File: config.mk
export PLATFORM = sky130hd
export DESIGN_NAME = id_ex_sequencer_flat
export DESIGN_NICKNAME = d
export VERILOG_FILES = /design/src/rtl/rv_lab_pkg.sv /design/src/rtl/id_ex_sequencer_if.sv /design/src/rtl/reg_use_decode.sv /design/src/rtl/id_ex_sequencer.sv /design/src/flat_wrapper.sv
export SDC_FILE = /design/constraint.sdc
export NUM_CORES = 1
export LEC_CHECK = 0
export ABC_AREA = 1
export BUFFER_PORTS_ARGS = -buffer_cell sky130_fd_sc_hd__buf_4
export CAP_MARGIN = 20
export CORE_AREA = 2 2 167 87
export DETAILED_ROUTE_END_ITERATION = 12
export DIE_AREA = 0 0 169 89
export GPL_TIMING_DRIVEN = 0
export PLACE_DENSITY = 0.8
export SYNTH_ARGS = -nofsm -noshare
export SYNTH_HDL_FRONTEND = slang
export SYNTH_HIERARCHICAL = 1
export SYNTH_SLANG_ARGS = --single-unit
File: constraint.sdc
create_clock -name clk -period 2.3 [get_ports clk]
set_input_delay 0.345 -clock clk [delete_from_list [all_inputs] [get_ports clk]]
set_output_delay 0.345 -clock clk [all_outputs]
set_load 0.005 [all_outputs]
File: src/rtl/rv_lab_pkg.sv
// Shared RV lab constants: opcodes, load funct3, sequencer state encoding and
// the register-use record produced by the operand-read decoder.
package rv_lab_pkg;

  localparam logic [6:0] OP_R     = 7'b0110011;
  localparam logic [6:0] OP_IMM   = 7'b0010011;
  localparam logic [6:0] OP_LOAD  = 7'b0000011;
  localparam logic [6:0] OP_STORE = 7'b0100011;
  localparam logic [6:0] OP_LUI   = 7'b0110111;
  localparam logic [6:0] OP_JAL   = 7'b1101111;

  localparam logic [2:0] FUNCT3_LW = 3'b010;

  localparam logic [0:0] ST_EMPTY = 1'b0;
  localparam logic [0:0] ST_FULL  = 1'b1;

  typedef struct packed {
    logic       rs1_en;
    logic [4:0] rs1;
    logic       rs2_en;
    logic [4:0] rs2;
  } reg_use_t;

  function automatic logic is_lw(input logic [31:0] ir);
    return (ir[6:0] == OP_LOAD) && (ir[14:12] == FUNCT3_LW);
  endfunction

endpackage

File: src/rtl/id_ex_sequencer_if.sv
// Decode-to-execute handshake bundle plus the sequencer's performance counters.
interface id_ex_sequencer_if #(
  parameter int DATA_W = 32,
  parameter int CNT_W  = 16
);
  logic              inValid;
  logic              inReady;
  logic [DATA_W-1:0] inIR;
  logic [DATA_W-1:0] inBusA;
  logic [DATA_W-1:0] inBusB;
  logic              exValid;
  logic              exReady;
  logic [DATA_W-1:0] exIR;
  logic [DATA_W-1:0] exBusA;
  logic [DATA_W-1:0] exBusB;
  logic [CNT_W-1:0]  issueCount;
  logic [CNT_W-1:0]  bubbleCount;
  logic [CNT_W-1:0]  squashCount;

  // The sequencer side.
  modport slave (
    input  inValid, inIR, inBusA, inBusB, exReady,
    output inReady, exValid, exIR, exBusA, exBusB,
    output issueCount, bubbleCount, squashCount
  );

  // Decode/execute environment driving the sequencer.
  modport master (
    output inValid, inIR, inBusA, inBusB, exReady,
    input  inReady, exValid, exIR, exBusA, exBusB,
    input  issueCount, bubbleCount, squashCount
  );
endinterface

File: src/rtl/reg_use_decode.sv
// Maps an instruction word to the source registers it reads; shared with the
// forwarding logic so both agree on which fields are real register reads.
module reg_use_decode
  import rv_lab_pkg::*;
(
  input  logic [31:0] ir,
  output reg_use_t    regs
);

  // Immediate and funct fields never name a source register.
  logic unused_fields;
  assign unused_fields = ^{ir[31:25], ir[14:12]};

  always_comb begin
    regs = '0;
    if (ir[1:0] == 2'b01) begin
      regs.rs1_en = 1'b1;
      regs.rs1    = ir[11:7];
    end else if (ir[1:0] == 2'b10) begin
      regs.rs1_en = 1'b1;
      regs.rs1    = ir[6:2];
    end else begin
      case (ir[6:0])
        OP_R, OP_STORE: begin
          regs.rs1_en = 1'b1;
          regs.rs1    = ir[19:15];
          regs.rs2_en = 1'b1;
          regs.rs2    = ir[24:20];
        end
        OP_IMM, OP_LOAD: begin
          regs.rs1_en = 1'b1;
          regs.rs1    = ir[19:15];
        end
        default: ;
      endcase
    end
  end

endmodule

File: src/rtl/id_ex_sequencer.sv
// One-entry ID/EX holding register with load-use bubble insertion, post-jump
// squash and saturating issue/bubble/squash counters.
module id_ex_sequencer
  import rv_lab_pkg::*;
#(
  parameter int DATA_W = 32,
  parameter int CNT_W  = 16
) (
  input logic              clk,
  input logic              reset,
  id_ex_sequencer_if.slave bus
);

  logic [0:0]        state_p1;
  logic [DATA_W-1:0] ir_p1;
  logic [DATA_W-1:0] bus_a_p1;
  logic [DATA_W-1:0] bus_b_p1;
  logic              squash_pending_p1;
  logic [CNT_W-1:0]  issue_cnt_p1;
  logic [CNT_W-1:0]  bubble_cnt_p1;
  logic [CNT_W-1:0]  squash_cnt_p1;

  reg_use_t   in_use;
  logic [4:0] ex_rd;
  logic       vld_p1;
  logic       hazard;
  logic       in_ready;
  logic       accept;
  logic       issue;
  logic       load;
  logic       squash;
  logic       jal_issue;
  logic       stall;

  function automatic logic [CNT_W-1:0] sat_inc(input logic [CNT_W-1:0] c);
    return (&c) ? c : c + CNT_W'(1);
  endfunction

  reg_use_decode u_reg_use (
    .ir   (bus.inIR[31:0]),
    .regs (in_use)
  );

  assign vld_p1 = (state_p1 == ST_FULL);
  assign ex_rd  = ir_p1[11:7];

  // rd != 0 here makes any x0 source comparison impossible to match.
  assign hazard = vld_p1 && is_lw(ir_p1[31:0]) && (ex_rd != 5'd0) &&
                  ((in_use.rs1_en && (in_use.rs1 == ex_rd)) ||
                   (in_use.rs2_en && (in_use.rs2 == ex_rd)));

  // A pending squash swallows the input without touching the register, so the
  // hazard and downstream backpressure are irrelevant to it.
  assign in_ready  = squash_pending_p1 || ((!vld_p1 || bus.exReady) && !hazard);
  assign accept    = bus.inValid && in_ready;
  assign issue     = vld_p1 && bus.exReady;
  assign load      = accept && !squash_pending_p1;
  assign squash    = accept && squash_pending_p1;
  assign jal_issue = issue && (ir_p1[6:0] == OP_JAL);
  assign stall     = bus.inValid && hazard && !squash_pending_p1;

  // Stage p1: ID/EX holding register and counters
  always_ff @(posedge clk) begin
    if (reset) begin
      state_p1          <= ST_EMPTY;
      ir_p1             <= '0;
      bus_a_p1          <= '0;
      bus_b_p1          <= '0;
      squash_pending_p1 <= 1'b0;
      issue_cnt_p1      <= '0;
      bubble_cnt_p1     <= '0;
      squash_cnt_p1     <= '0;
    end else begin
      if (load) begin
        state_p1 <= ST_FULL;
        ir_p1    <= bus.inIR;
        bus_a_p1 <= bus.inBusA;
        bus_b_p1 <= bus.inBusB;
      end else if (issue) begin
        state_p1 <= ST_EMPTY;
      end

      // A jump issuing re-arms the squash even if one is consumed this cycle.
      if (jal_issue) begin
        squash_pending_p1 <= 1'b1;
      end else if (squash) begin
        squash_pending_p1 <= 1'b0;
      end

      if (issue)  issue_cnt_p1  <= sat_inc(issue_cnt_p1);
      if (stall)  bubble_cnt_p1 <= sat_inc(bubble_cnt_p1);
      if (squash) squash_cnt_p1 <= sat_inc(squash_cnt_p1);
    end
  end

  assign bus.inReady     = in_ready;
  assign bus.exValid     = vld_p1;
  assign bus.exIR        = ir_p1;
  assign bus.exBusA      = bus_a_p1;
  assign bus.exBusB      = bus_b_p1;
  assign bus.issueCount  = issue_cnt_p1;
  assign bus.bubbleCount = bubble_cnt_p1;
  assign bus.squashCount = squash_cnt_p1;

endmodule
File: src/flat_wrapper.sv
// flat-port wrapper written by rule: the top's interface ports become plain ports
module id_ex_sequencer_flat import rv_lab_pkg::*;
#(
  parameter int DATA_W = 32,
  parameter int CNT_W  = 16
)
  (clk, reset, bus_inValid, bus_inIR, bus_inBusA, bus_inBusB, bus_exReady, bus_inReady, bus_exValid, bus_exIR, bus_exBusA, bus_exBusB, bus_issueCount, bus_bubbleCount, bus_squashCount);
  id_ex_sequencer_if #(.DATA_W(DATA_W), .CNT_W(CNT_W)) bus_i ();
  input logic clk;
  input logic reset;
  input wire logic [$bits(bus_i.inValid)-1:0] bus_inValid;
  input wire logic [$bits(bus_i.inIR)-1:0] bus_inIR;
  input wire logic [$bits(bus_i.inBusA)-1:0] bus_inBusA;
  input wire logic [$bits(bus_i.inBusB)-1:0] bus_inBusB;
  input wire logic [$bits(bus_i.exReady)-1:0] bus_exReady;
  output wire logic [$bits(bus_i.inReady)-1:0] bus_inReady;
  output wire logic [$bits(bus_i.exValid)-1:0] bus_exValid;
  output wire logic [$bits(bus_i.exIR)-1:0] bus_exIR;
  output wire logic [$bits(bus_i.exBusA)-1:0] bus_exBusA;
  output wire logic [$bits(bus_i.exBusB)-1:0] bus_exBusB;
  output wire logic [$bits(bus_i.issueCount)-1:0] bus_issueCount;
  output wire logic [$bits(bus_i.bubbleCount)-1:0] bus_bubbleCount;
  output wire logic [$bits(bus_i.squashCount)-1:0] bus_squashCount;
  assign bus_i.inValid = bus_inValid;
  assign bus_i.inIR = bus_inIR;
  assign bus_i.inBusA = bus_inBusA;
  assign bus_i.inBusB = bus_inBusB;
  assign bus_i.exReady = bus_exReady;
  assign bus_inReady = bus_i.inReady;
  assign bus_exValid = bus_i.exValid;
  assign bus_exIR = bus_i.exIR;
  assign bus_exBusA = bus_i.exBusA;
  assign bus_exBusB = bus_i.exBusB;
  assign bus_issueCount = bus_i.issueCount;
  assign bus_bubbleCount = bus_i.bubbleCount;
  assign bus_squashCount = bus_i.squashCount;
  id_ex_sequencer #(.DATA_W(DATA_W), .CNT_W(CNT_W)) u_core (.clk(clk), .reset(reset), .bus(bus_i));
endmodule
Word level (Yosys, flattened, before mapping):

Index checks and enable logic that the tools add are counted.

* $add $sub $neg: 3
* equality and inequality tests: 11
* mux-type cells: 10
* bitwise gates (word level): 3
* reductions and logical operators: 31

Operators with widths (count)
* $add 16x1->16 const B: 3
* $reduce_and 16->1: 3
* $mux 6: 6
* $eq 7x2->1 const B: 2
* $eq 7x6->1 const B: 2
* $logic_and 1x1->1: 14
* $eq 5x5->1: 2
* $eq 7x5->1 const B: 1
* $eq 7x7->1 const B: 1
* $reduce_and 2->1: 3
* $reduce_bool 5->1: 1
* $mux 1: 4
* $reduce_bool 2->1: 2
* $reduce_or 4->1: 1
* $eq 3x2->1 const B: 1
* $logic_not 1->1: 3
* $logic_or 1x1->1: 3
* $not 1->1: 3
* $eq 2x1->1 const B: 1
* $eq 2x2->1 const B: 1
* $reduce_or 2->1: 1

* register bits after elaboration: 146
* input bits: 100
* output and inout port bits: 146

Longest topological paths before layout:

* depth in word-level cells: 16
* depth in mapped cells: 16

Cells and area by module:

The synthesis kept the hierarchy.

Modules (own cells, without submodules)
* id_ex_sequencer: times used 1, cells an instance 906, area an instance 6511.2 µm², seq. area each 2922.8 µm²
* reg_use_decode: times used 1, cells an instance 43, area an instance 206.4 µm², seq. area each 0.0 µm²

Worst setup path before layout:

Ideal clock, no wire load.

* path type: in2out
* from: input port bus_inIR[6]
* to: output port bus_inReady
* data arrival time: 1639 ps
* required time: 1955 ps
* setup slack: 316 ps
* stages on the path: 12
* cells stage by stage: nor2_4 -> nand4_4 -> nor2_1 -> inv_1 -> nand2_1 -> nand2_1 -> nor2_1 -> nand3_1 -> nand2_2 -> nand2_2 -> clkbuf_1 -> a21o_1

RTL lines
* start: declaration: line flat_wrapper.sv:12 `input wire logic [$bits(bus_i.inIR)-1:0] bus_inIR;`
* end: declaration: line flat_wrapper.sv:16 `output wire logic [$bits(bus_i.inReady)-1:0] bus_inReady;`

==> metrics <==
diode count=0; ys async rst share=0%; max incr delay on CP=190 ps; dpl hpwl=between 15000 and 20000 um; initial core utilization=50.0%; IO Pins=around 250; final weighted congestion in routability-driven placement=0.927; worst skew pair latency=a little over 400 ps; chip height=89 um; # Max-Cap Violations=0; Die Wd=169 um; routed vias=7666; DR iter-0 viols=598; Post-synth EDFFs=0; Reg2Reg Depth=10; Final Skew=11.0 ps; RSZ-0062 raised after global routing=true; die area=15000 um2; Design Area, Final=9480 um2; H-tree levels=4; nature of the critical path endpoint=output port; CP Buf/Inv Count=4; final hold slack=163 ps; via/cell ratio=5.44; Worst Setup Start Kind=input port; port bufs=~240; crit path time final=2250 ps; cell area power density=666 nW/um2; Reg clk slew, reported paths=roughly 60 ps; CP Cell Sequence=buf_8 > nor2_4 > buf_6 > nand4_1 > nand3_1 > inv_1 > nand2_1 > nand2_1 > nor2_1 > nand3_1 > nand2_4 > nand2_8 > a21o_1 > buf_6; CTS sink cnt=146; CTS buffer count=17; hold_buf cts=0; Overflow after GRT=0; total wire length=22500 um; flops & latches, synth=146; CTS Buffer Depth=2; Critical Path Stages=14; Crit Path Class=input port to output port; fin crit share=a little over nine tenths; synthesized area per cell=7.08 um2; Static Leak=4.10 nW; status=finished, final reports clean; ys flop type=dfxtp_1; Commonest cells post-synth=nand2_1, dfxtp_1, nor2_1, a21oi_1, nand4_1; Worst slew margin=46.9%; Synth top area share=43.5%; initial antenna violation count=0; Layout Nets=1322; largest net degree at the start of global routing=20; area delta synth->final=41.1%; Worst VDD drop=between 0.0004 and 0.0005 V; Seq/Total Area, Yosys=43.5%; FMAX=0.444 GHz; Core Area=between 10000 and 15000 um2; critical path data required time=1960 ps; largest area contributor in the netlist=dfxtp_1; DP Area=just under 9000 um2; number of global-route vias before repair=just over 7000; cell with the most instances after synthesis=nand2_1; Hold Path Stages=3; num rows=30; Worst-Margin Slew=797 ps; Pwr Total=~6.3 mW; crit path DAT=1910 ps; Syn Std Cell Area=6720 um2; post-synth cell types=34; syn_nets=around 1100; Slowest-stage cell, CP=nor2_4; layout cells sized above 1=about 28%; Hold Vio Cnt, Final=0; first-pass GRT wire length=34700 um; Avg WL per Cell=16.0 um; GR Util All Layers=29.0%; Synth Instances=about 950; cells taking the most area after synthesis=dfxtp_1, nand2_1, nand4_1, a21oi_1, nor2_1; yosys warns=6; CP delay by family, top=simple AND/OR/NAND/NOR gates; setup violators final=0; antenna violation net count after detailed routing=0; CTS tree=built; DR DRC count=0; Hold Crit Class=input port to register; Clock Tree Root=clkbuf_16; CP max FO=7; Pins Over Slew Limit=0; TritonRoute pass-1 iters=5
[worst register-to-register path, stage by stage, from the launching register on]
cell and delay [ps]:
dfxtp_1 380, ha_1 260, nand2_1 70, nor2_1 290, nand4_1 160, nand4_1 160
buf_2 250, nor2_1 100, nand2_1 80, nand2_1 70, nor2_1 110
[final cells by class]
type                            count  area [um2]
Buffer                             56         270
Clock inverter                     13         150
Sequential cell                   146        2920
Inverter                           69         263
Timing Repair Buffer              253        1920
Tap cell                          176         220
Fill cell                        1144        3960
Clock buffer                       19         443
Multi-Input combinational cell    676        3290
[cell families after synthesis]
logic type                 count (synthesis)  share of synthesized area [%]
AOI/OAI and AO/OA                        138                           11.1
xor gates and xnor gates                  12                           1.56
adders and majority gates                  3                          0.559
buffers and inverters                    127                           7.95
DFF                                      146                           43.5
and+or+nand+nor                          523                           35.4
[repair_timing]
item	CTS	global route
pin swaps	1	6
hold endpoints to repair	0	0
endpoints found under the setup margin	1	1
buffers inserted	2	7
gates resized for setup	4	12
[sequential cells by signal, summed over array words and instances, names as in the netlist]
register                  flops
u_core/bus.exValid            1
u_core/bus.issueCount        16
u_core/bus.exIR              32
u_core/bus.squashCount       16
u_core/bus.exBusA            32
u_core/bus.exBusB            32
u_core/squash_pending_p1      1
u_core/bus.bubbleCount       16
[final timing paths]
check	from	endpoint	slack, ps
setup / recovery	bus_inIR[6]	bus_inReady	50
hold / removal	bus_inIR[7]	u_core/bus.exIR[7]$_SDFFE_PP0P_	160
setup reg to reg	u_core/bus.bubbleCount[1]$_SDFFE_PP0P_	u_core/bus.bubbleCount[4]$_SDFFE_PP0P_	300
hold reg to reg	u_core/bus.exBusB[8]$_SDFFE_PP0P_	u_core/bus.exBusB[8]$_SDFFE_PP0P_	460
[per-stage QoR]
stage / setup WS, ps / util [%] / setup TNS, ps / instances
floorplan: 316 / - / 0 / 949
finish: 48.7 / 70.6 / 0 / 1408
global route: -59.1 / 70.6 / -59.1 / 1408
global placement: -279 / 65.3 / -3650 / 1369
detailed placement: -286 / 65.3 / -4060 / 1369
CTS: 12.9 / 69.8 / 0 / 1401
[metal layers]
| metal | vias up | global-route usage, % | part of all wire, % |
|---|---|---|---|
| li1 | 3709 | - | - |
| met1 | 3551 | 36.4 | 42 |
| met2 | 359 | 49.9 | 48 |
| met3 | 47 | 5.84 | 8.0 |
| met4 | 0 | 12.0 | 2.5 |
| met5 | - | 0 | 0 |
[cell usage in the layout, fill, tap and decap left out, types with 2 or more instances in the layout]
cell        instances
a21oi_2            10
nand2_2            10
buf_1              11
xnor2_1             6
a21oi_1           107
buf_4             250
buf_6               5
nand4_1           102
nor2_1            110
o21bai_1            2
dfxtp_1           146
nand3_1            32
nor3b_1             2
nand2_1           239
o21a_1              2
nor3_1              9
buf_2              17
ha_1                3
nor3_2              2
inv_1              61
inv_2               7
clkbuf_1           24
clkbuf_16          17
clkinv_4            4
inv_6               4
xor2_1              6
nor4_1              3
nor2_2              7
clkinvlp_4          3
o21ai_0            15
bufinv_16           2
[power by group]
part | internal [mW] | switching [mW]
combinational | 0.390 | 0.418
sequential | 2.64 | 0.0752
clock | 1.65 | 1.14
total | 4.67 | 1.64
Note: power is estimated with default switching activity, not from simulation.
